## config.mk

```make
export PLATFORM = sky130hd
export DESIGN_NAME = fetch_unit_dm
export DESIGN_NICKNAME = d
export VERILOG_FILES = /design/src/rtl/fetch_unit_dm_pkg.sv /design/src/rtl/fetch_unit_dm_icache.sv /design/src/rtl/fetch_unit_dm.sv
export SDC_FILE = /design/constraint.sdc
export NUM_CORES = 2
export LEC_CHECK = 0
export CORE_AREA = 2 2 410 412
export CTS_CLUSTER_SIZE = 40
export DETAILED_ROUTE_END_ITERATION = 8
export DIE_AREA = 0 0 412 414
export GPL_TIMING_DRIVEN = 1
export HOLD_SLACK_MARGIN = 0.05
export PLACE_DENSITY = 0.77
export SLEW_MARGIN = 30
export SYNTH_ARGS = -nofsm -noshare
export SYNTH_HDL_FRONTEND = slang
export SYNTH_HIERARCHICAL = 1
export SYNTH_SLANG_ARGS = --single-unit
```

## constraint.sdc

```tcl
create_clock -name clk -period 22.6 [get_ports clk]
set_clock_uncertainty 0.2 [all_clocks]
set_input_delay 4.52 -clock clk [delete_from_list [all_inputs] [get_ports clk]]
set_output_delay 4.52 -clock clk [all_outputs]
set_load 0.005 [all_outputs]
```

## src/rtl/fetch_unit_dm_pkg.sv

```systemverilog
// Shared definitions for the direct-mapped fetch unit: FSM state type,
// address-split helpers and the NOP encoding.
package fetch_pkg;

   typedef enum logic {
      RUN  = 1'b0,
      MISS = 1'b1
   } fetch_state_t;

   localparam logic [31:0] NOP = 32'h0000_0000;

   function automatic int unsigned offset_w(input int unsigned words_per_line);
      return $clog2(words_per_line) + 2;
   endfunction

   function automatic int unsigned index_w(input int unsigned num_lines);
      return $clog2(num_lines);
   endfunction

   function automatic int unsigned tag_w(input int unsigned addr_w,
                                         input int unsigned words_per_line,
                                         input int unsigned num_lines);
      return addr_w - offset_w(words_per_line) - index_w(num_lines);
   endfunction

endpackage

```

## src/rtl/fetch_unit_dm_icache.sv

```systemverilog
// Direct-mapped I-cache storage: combinational tag/valid/data read,
// synchronous line write, synchronous invalidate-all on rst.
module icache_dm
   import fetch_pkg::*;
#(
   parameter int unsigned NUM_LINES = 16,
   parameter int unsigned TAG_W     = 24,
   parameter int unsigned LINE_W    = 128,
   parameter int unsigned INDEX_W   = index_w(NUM_LINES)
) (
   input  logic               clk,
   input  logic               rst,
   input  logic [INDEX_W-1:0] rd_index,
   input  logic [TAG_W-1:0]   rd_tag,
   output logic               rd_hit,
   output logic [LINE_W-1:0]  rd_line,
   input  logic               we,
   input  logic [INDEX_W-1:0] wr_index,
   input  logic [TAG_W-1:0]   wr_tag,
   input  logic [LINE_W-1:0]  wr_line
);

   logic [NUM_LINES-1:0] valid;
   logic [TAG_W-1:0]     tags [NUM_LINES];
   logic [LINE_W-1:0]    data [NUM_LINES];

   always_ff @(posedge clk) begin
      if (rst) begin
         valid <= '0;
      end else if (we) begin
         valid[wr_index] <= 1'b1;
      end
   end

   // Tag and data need no reset: valid gates every use of them.
   always_ff @(posedge clk) begin
      if (we) begin
         tags[wr_index] <= wr_tag;
         data[wr_index] <= wr_line;
      end
   end

   assign rd_hit  = valid[rd_index] && (tags[rd_index] == rd_tag);
   assign rd_line = data[rd_index];

endmodule

```

## src/rtl/fetch_unit_dm.sv

```systemverilog
// Instruction fetch stage with direct-mapped I-cache and line-fill FSM.
// Optional FETCH_PERF_COUNT_EN adds saturating hit_count/miss_count outputs.
module fetch_unit_dm
   import fetch_pkg::*;
#(
   parameter int unsigned       ADDR_W         = 32,
   parameter int unsigned       WORDS_PER_LINE = 4,
   parameter int unsigned       NUM_LINES      = 16,
   parameter logic [ADDR_W-1:0] RESET_PC       = '0
) (
   input  logic                        clk,
   input  logic                        rst,
   input  logic                        redirect_valid,
   input  logic [ADDR_W-1:0]           redirect_target,
   input  logic                        stall,
   output logic [31:0]                 instruction,
   output logic                        instr_valid,
   output logic [ADDR_W-1:0]           pc,
   output logic                        hit,
   output logic                        mem_req,
   output logic [ADDR_W-1:0]           mem_addr,
   input  logic                        mem_ack,
   input  logic [32*WORDS_PER_LINE-1:0] mem_line
`ifdef FETCH_PERF_COUNT_EN
   ,
   output logic [31:0]                 hit_count,
   output logic [31:0]                 miss_count
`endif
);

   localparam int unsigned OFFSET_W = offset_w(WORDS_PER_LINE);
   localparam int unsigned INDEX_W  = index_w(NUM_LINES);
   localparam int unsigned TAG_W    = tag_w(ADDR_W, WORDS_PER_LINE, NUM_LINES);
   localparam int unsigned WSEL_W   = $clog2(WORDS_PER_LINE);
   localparam int unsigned LINE_W   = 32 * WORDS_PER_LINE;

   fetch_state_t        state_q, state_d;
   logic [ADDR_W-1:0]   pc_r, pc_r_d, pc_next, line_addr;
   logic [31:0]         instr_d, fetch_word;
   logic                valid_d, hit_d, req_d, fill_we, cache_hit;
   logic [ADDR_W-1:0]   pc_d, addr_d;
   logic [LINE_W-1:0]   rd_line;
   logic [WSEL_W-1:0]   word_sel;

   icache_dm #(
      .NUM_LINES (NUM_LINES),
      .TAG_W     (TAG_W),
      .LINE_W    (LINE_W),
      .INDEX_W   (INDEX_W)
   ) u_icache (
      .clk      (clk),
      .rst      (rst),
      .rd_index (pc_r[OFFSET_W +: INDEX_W]),
      .rd_tag   (pc_r[ADDR_W-1 -: TAG_W]),
      .rd_hit   (cache_hit),
      .rd_line  (rd_line),
      .we       (fill_we),
      .wr_index (mem_addr[OFFSET_W +: INDEX_W]),
      .wr_tag   (mem_addr[ADDR_W-1 -: TAG_W]),
      .wr_line  (mem_line)
   );

   assign pc_next   = pc_r + ADDR_W'(4);
   assign line_addr = {pc_r[ADDR_W-1:OFFSET_W], {OFFSET_W{1'b0}}};
   assign word_sel  = pc_r[2 +: WSEL_W];

   always_comb begin
      fetch_word = NOP;
      for (int unsigned w = 0; w < WORDS_PER_LINE; w++) begin
         if (word_sel == WSEL_W'(w)) fetch_word = rd_line[w*32 +: 32];
      end
   end

   always_ff @(posedge clk) begin
      if (rst) begin
         state_q     <= RUN;
         pc_r        <= RESET_PC;
         instruction <= NOP;
         instr_valid <= 1'b0;
         pc          <= RESET_PC + ADDR_W'(4);
         hit         <= 1'b1;
         mem_req     <= 1'b0;
         mem_addr    <= '0;
      end else begin
         state_q     <= state_d;
         pc_r        <= pc_r_d;
         instruction <= instr_d;
         instr_valid <= valid_d;
         pc          <= pc_d;
         hit         <= hit_d;
         mem_req     <= req_d;
         mem_addr    <= addr_d;
      end
   end

   // The fill keeps using mem_addr even when a redirect moves pc_r mid-miss.
   always_comb begin
      state_d = state_q;
      pc_r_d  = pc_r;
      instr_d = instruction;
      valid_d = instr_valid;
      pc_d    = pc;
      hit_d   = hit;
      req_d   = mem_req;
      addr_d  = mem_addr;
      fill_we = 1'b0;
      case (state_q)
         RUN: begin
            if (redirect_valid) begin
               pc_r_d  = redirect_target;
               valid_d = 1'b0;
            end else if (!stall) begin
               if (cache_hit) begin
                  instr_d = fetch_word;
                  pc_d    = pc_next;
                  valid_d = 1'b1;
                  hit_d   = 1'b1;
                  pc_r_d  = pc_next;
               end else begin
                  valid_d = 1'b0;
                  hit_d   = 1'b0;
                  req_d   = 1'b1;
                  addr_d  = line_addr;
                  state_d = MISS;
               end
            end
         end
         MISS: begin
            if (redirect_valid) pc_r_d = redirect_target;
            if (mem_ack) begin
               fill_we = 1'b1;
               req_d   = 1'b0;
               state_d = RUN;
            end
         end
      endcase
   end

`ifdef FETCH_PERF_COUNT_EN
   logic hit_evt, miss_evt;
   assign hit_evt  = (state_q == RUN) && !redirect_valid && !stall && cache_hit;
   assign miss_evt = (state_q == RUN) && !redirect_valid && !stall && !cache_hit;

   always_ff @(posedge clk) begin
      if (rst) begin
         hit_count  <= '0;
         miss_count <= '0;
      end else begin
         if (hit_evt && (hit_count != '1))   hit_count  <= hit_count + 32'd1;
         if (miss_evt && (miss_count != '1)) miss_count <= miss_count + 32'd1;
      end
   end
`endif

endmodule

```

==> impl_results.md <==
* Outcome: finished clean
* CTS sink count at between 2,000 and 3,000
* Hold path endpoint: pc[1]
* Worst Tran Pin Value at about 1200 ps
* Placed cells at around 6,800
* WL met1 at ~90 mm
* H-tree levels at 4
* CTS Buffer Depth at 3
* Initial Utilization at between 50% and 60%
* Pin count of the biggest net entering global routing at approximately 120
* RR Startpoint: pc_r[4]
* CTS buffer count at about 240
* Cells on worst reg2reg path at 13
* Syn Inst Count at 4,489
* Routed vias/inst at about 6.8
* VDD IR-drop max at between 90 and 100 µV
* RSZ-0062 raised after global routing: no
* Crit path buf inv count at 4
* CORE AREA at 166,300 µm²
* Reg2reg setup slack at 14,850 ps
* Rows at 150
* Power Density at approximately 87 nW/µm²
* Critical path cell sequence: clkdlybuf4s50_1 -> and2_1 -> or3b_2 -> nor3_2 -> buf_6 -> buf_4 -> buf_4
* EDFF count, synth at about 2,400
* Hpwl dp at roughly 130 mm
* Yosys reg bits at 2,576
* Detail Route Antenna Nets at 0
* DR pass1 iterations at 5
* Initial antenna violation count at 33
* Final Max Tran Viols at 0
* Final setup viols at 0
* Fill cells at between 9,000 and 10,000
* P_leak at 34.65 nW
* CP arrival at 8580 ps
* Slowest CP cell: buf_4
* Final Non-Filler Cells at just over 7,000
* Cts repair resizes at 0
* CP Capture Type: flop
* Clock period minus final worst setup slack at just over 8000 ps
* Post-route clock period utilization at approximately 37%
* Number of I/O pins at 264
* Post-CTS Setup Bufs at 0
* Per-cell routed wire length at 34.51 µm
* Uppermost layer routed: met5
* FF-to-FF End: instruction[4]
* Vert. Die Dim at roughly 410 µm
* Drt first-iter violations at 6,938
* Post-Route WL at 250.1 mm
* Type of origin of the critical path: input pin
* Fmax at around 0.12 GHz
* Hold_sp: pc[1]
* Async set or reset register ratio after synthesis at 0%
* Metal3 WL at between 20 and 25 mm
* Max Cap Violations at 0
* DRC at 0
* CTS tree: yes
* Layout cells sized above 1 at 24.26%
* Setup TNS at 0 ps
* Metal2 WL at around 130 mm
* Root Buffer: clkbuf_16
* Synth cell types at 67
* GRT Util Overall at a little under 30%
* Critical path's most frequent cell: buf_4
* Post-CTS Hold Fix Bufs at 0
* Port buffer count at approximately 260
* Rel. slew slack at a little over a fifth
* Avg Inst Size Synth at between 20 and 25 µm²
* P&R area growth vs syn at 13.50%
* PnR worst setup slack at 14,310 ps
* First-pass GRT wire length at 362.3 mm
* Final net count at 4,998
* Slowest stage delay, CP at about 910 ps
* Worst EP required at 22,900 ps
* Die W at ~400 µm
* Synth Flop Type: edfxtp_1
* Reg clk slew, reported paths at 60 ps
* Crit path kind: input pin to flop
* Worst Hold Class: flop to flop
* Yosys warns at 6
* Via Count at 49,520
* Post-place setup slack at ~13,000 ps
* Clk_lat worst skew at 890 ps
* Commonest non-fill, non-tap cell in the layout: edfxtp_1
* Worst path top cell family by delay: buffers and inverters
* Hold path depth at 2
* Die ar. at 170,600 µm²
* Grt ovf at 0
* CP max FO at between 50 and 60
* Fin. Hold Viols at 0
* Commonest non-fill, non-tap cells in the layout: edfxtp_1, mux4_2, clkdlybuf4s50_1
* GP Congestion at ~0.84
* Post-synthesis instance area at roughly 99,000 µm²
* Vias in the first global route at between 50,000 and 60,000
* Seq/Total Area, Yosys at around 77%
-- where the power goes --
part / internal, mW / total (mW) / switching (mW) / leakage, nW
logic: 0.206 / 0.489 / 0.283 / 7.15
clock network: 2.27 / 4.05 / 1.78 / 3.82
registers: 5.22 / 5.25 / 0.0242 / 23.7
-- logic make-up after synthesis --
logic type,Yosys count,synth area share (%)
compound gates,265,1.875
xor+xnor,62,0.5483
fa+ha+maj,4,0.05053
buf+inv,276,1.263
flops,2576,76.65
mux,782,17.06
other cells,1,0.003786
simple gates,523,2.551
-- layer usage --
| metal | vias up | GRT usage, % |
|---|---|---|
| met4 | 30 | 11.04 |
| met3 | 534 | 6.066 |
| li1 | 19576 | - |
| met5 | - | 0 |
| met1 | 26132 | 40.35 |
| met2 | 3248 | 48.18 |
-- sequential cells by signal, summed over array words and instances (netlist names) --
register,flops
pc_r,32
state_q,1
instr_valid,1
mem_req,1
hit,1
pc,32
u_icache/valid,16
instruction,32
u_icache/tags,384
u_icache/data,2048
mem_addr,28
-- cell usage after synthesis (all sizes together) (6+ instances only) --
| master | instances | area share, % |
|---|---|---|
| o21ai | 22 | 0.11 |
| dfxtp | 144 | 2.9 |
| nand2 | 148 | 0.56 |
| inv | 11 | 0.042 |
| nor2 | 150 | 0.57 |
| o211ai | 9 | 0.068 |
| a22oi | 14 | 0.11 |
| a21oi | 66 | 0.33 |
| or3 | 9 | 0.057 |
| a211oi | 69 | 0.52 |
| edfxtp | 2432 | 74 |
| a31oi | 7 | 0.044 |
| a311oi | 6 | 0.053 |
| buf | 161 | 0.83 |
| nor2b | 40 | 0.25 |
| clkbuf | 104 | 0.39 |
| nand4 | 10 | 0.078 |
| nand2b | 6 | 0.038 |
| xor2 | 31 | 0.27 |
| mux2i | 57 | 0.58 |
| xnor2 | 31 | 0.27 |
| and3 | 19 | 0.12 |
| nor4 | 10 | 0.11 |
| nor3 | 75 | 0.40 |
| nand3 | 33 | 0.18 |
| mux4 | 725 | 16 |
| a221oi | 40 | 0.36 |
-- stage by stage --
stage	util (%)	area, µm²	hold slack (ps)	total power, mW
floorplan	-	99050	231.2	5.617
global placement	62.71	104300	245.5	5.818
detailed placement	62.78	104400	247.7	5.830
CTS	67.55	112300	259.0	9.821
global route	67.60	112400	295.9	10.02
finish	67.61	112400	259.0	9.785
-- worst reg2reg max path, stage by stage (launching register included) --
cell	delay [ps]
dfxtp_4	920
buf_4	740
buf_4	800
mux4_2	640
o21ai_0	500
xnor2_1	150
a221o_1	400
nor4_1	260
and4_1	420
or3b_1	600
nor2_4	620
buf_4	860
nor2_1	240
nor3_1	300
-- layout make-up --
type / count / area, µm² / area share, %
clock buffer: 290 / 6150 / 5.470
clock inverter: 154 / 1787 / 1.589
multi-input combinational: 1640 / 22060 / 19.63
inverter: 11 / 48.80 / 0.04341
sequential: 2576 / 75930 / 67.54
tap: 2204 / 2758 / 2.453
antenna: 9 / 22.52 / 0.02003
timing repair buffer: 363 / 3662 / 3.258
-- how the worst max path moves through the flow --
stage	slack [ps]	depth (start not counted)	endpoint	from
after floorplan	6060	3	u_icache/data[0][0]	mem_ack
after global placement	13080	7	u_icache/data[6][23]	mem_ack
after detailed placement	13010	7	u_icache/data[6][63]	mem_ack
after CTS	13910	7	u_icache/data[6][89]	mem_ack
after global routing	14280	7	u_icache/data[6][89]	mem_ack
final	14310	7	u_icache/data[0][70]	mem_ack
Power figures use the tool's default switching activity.
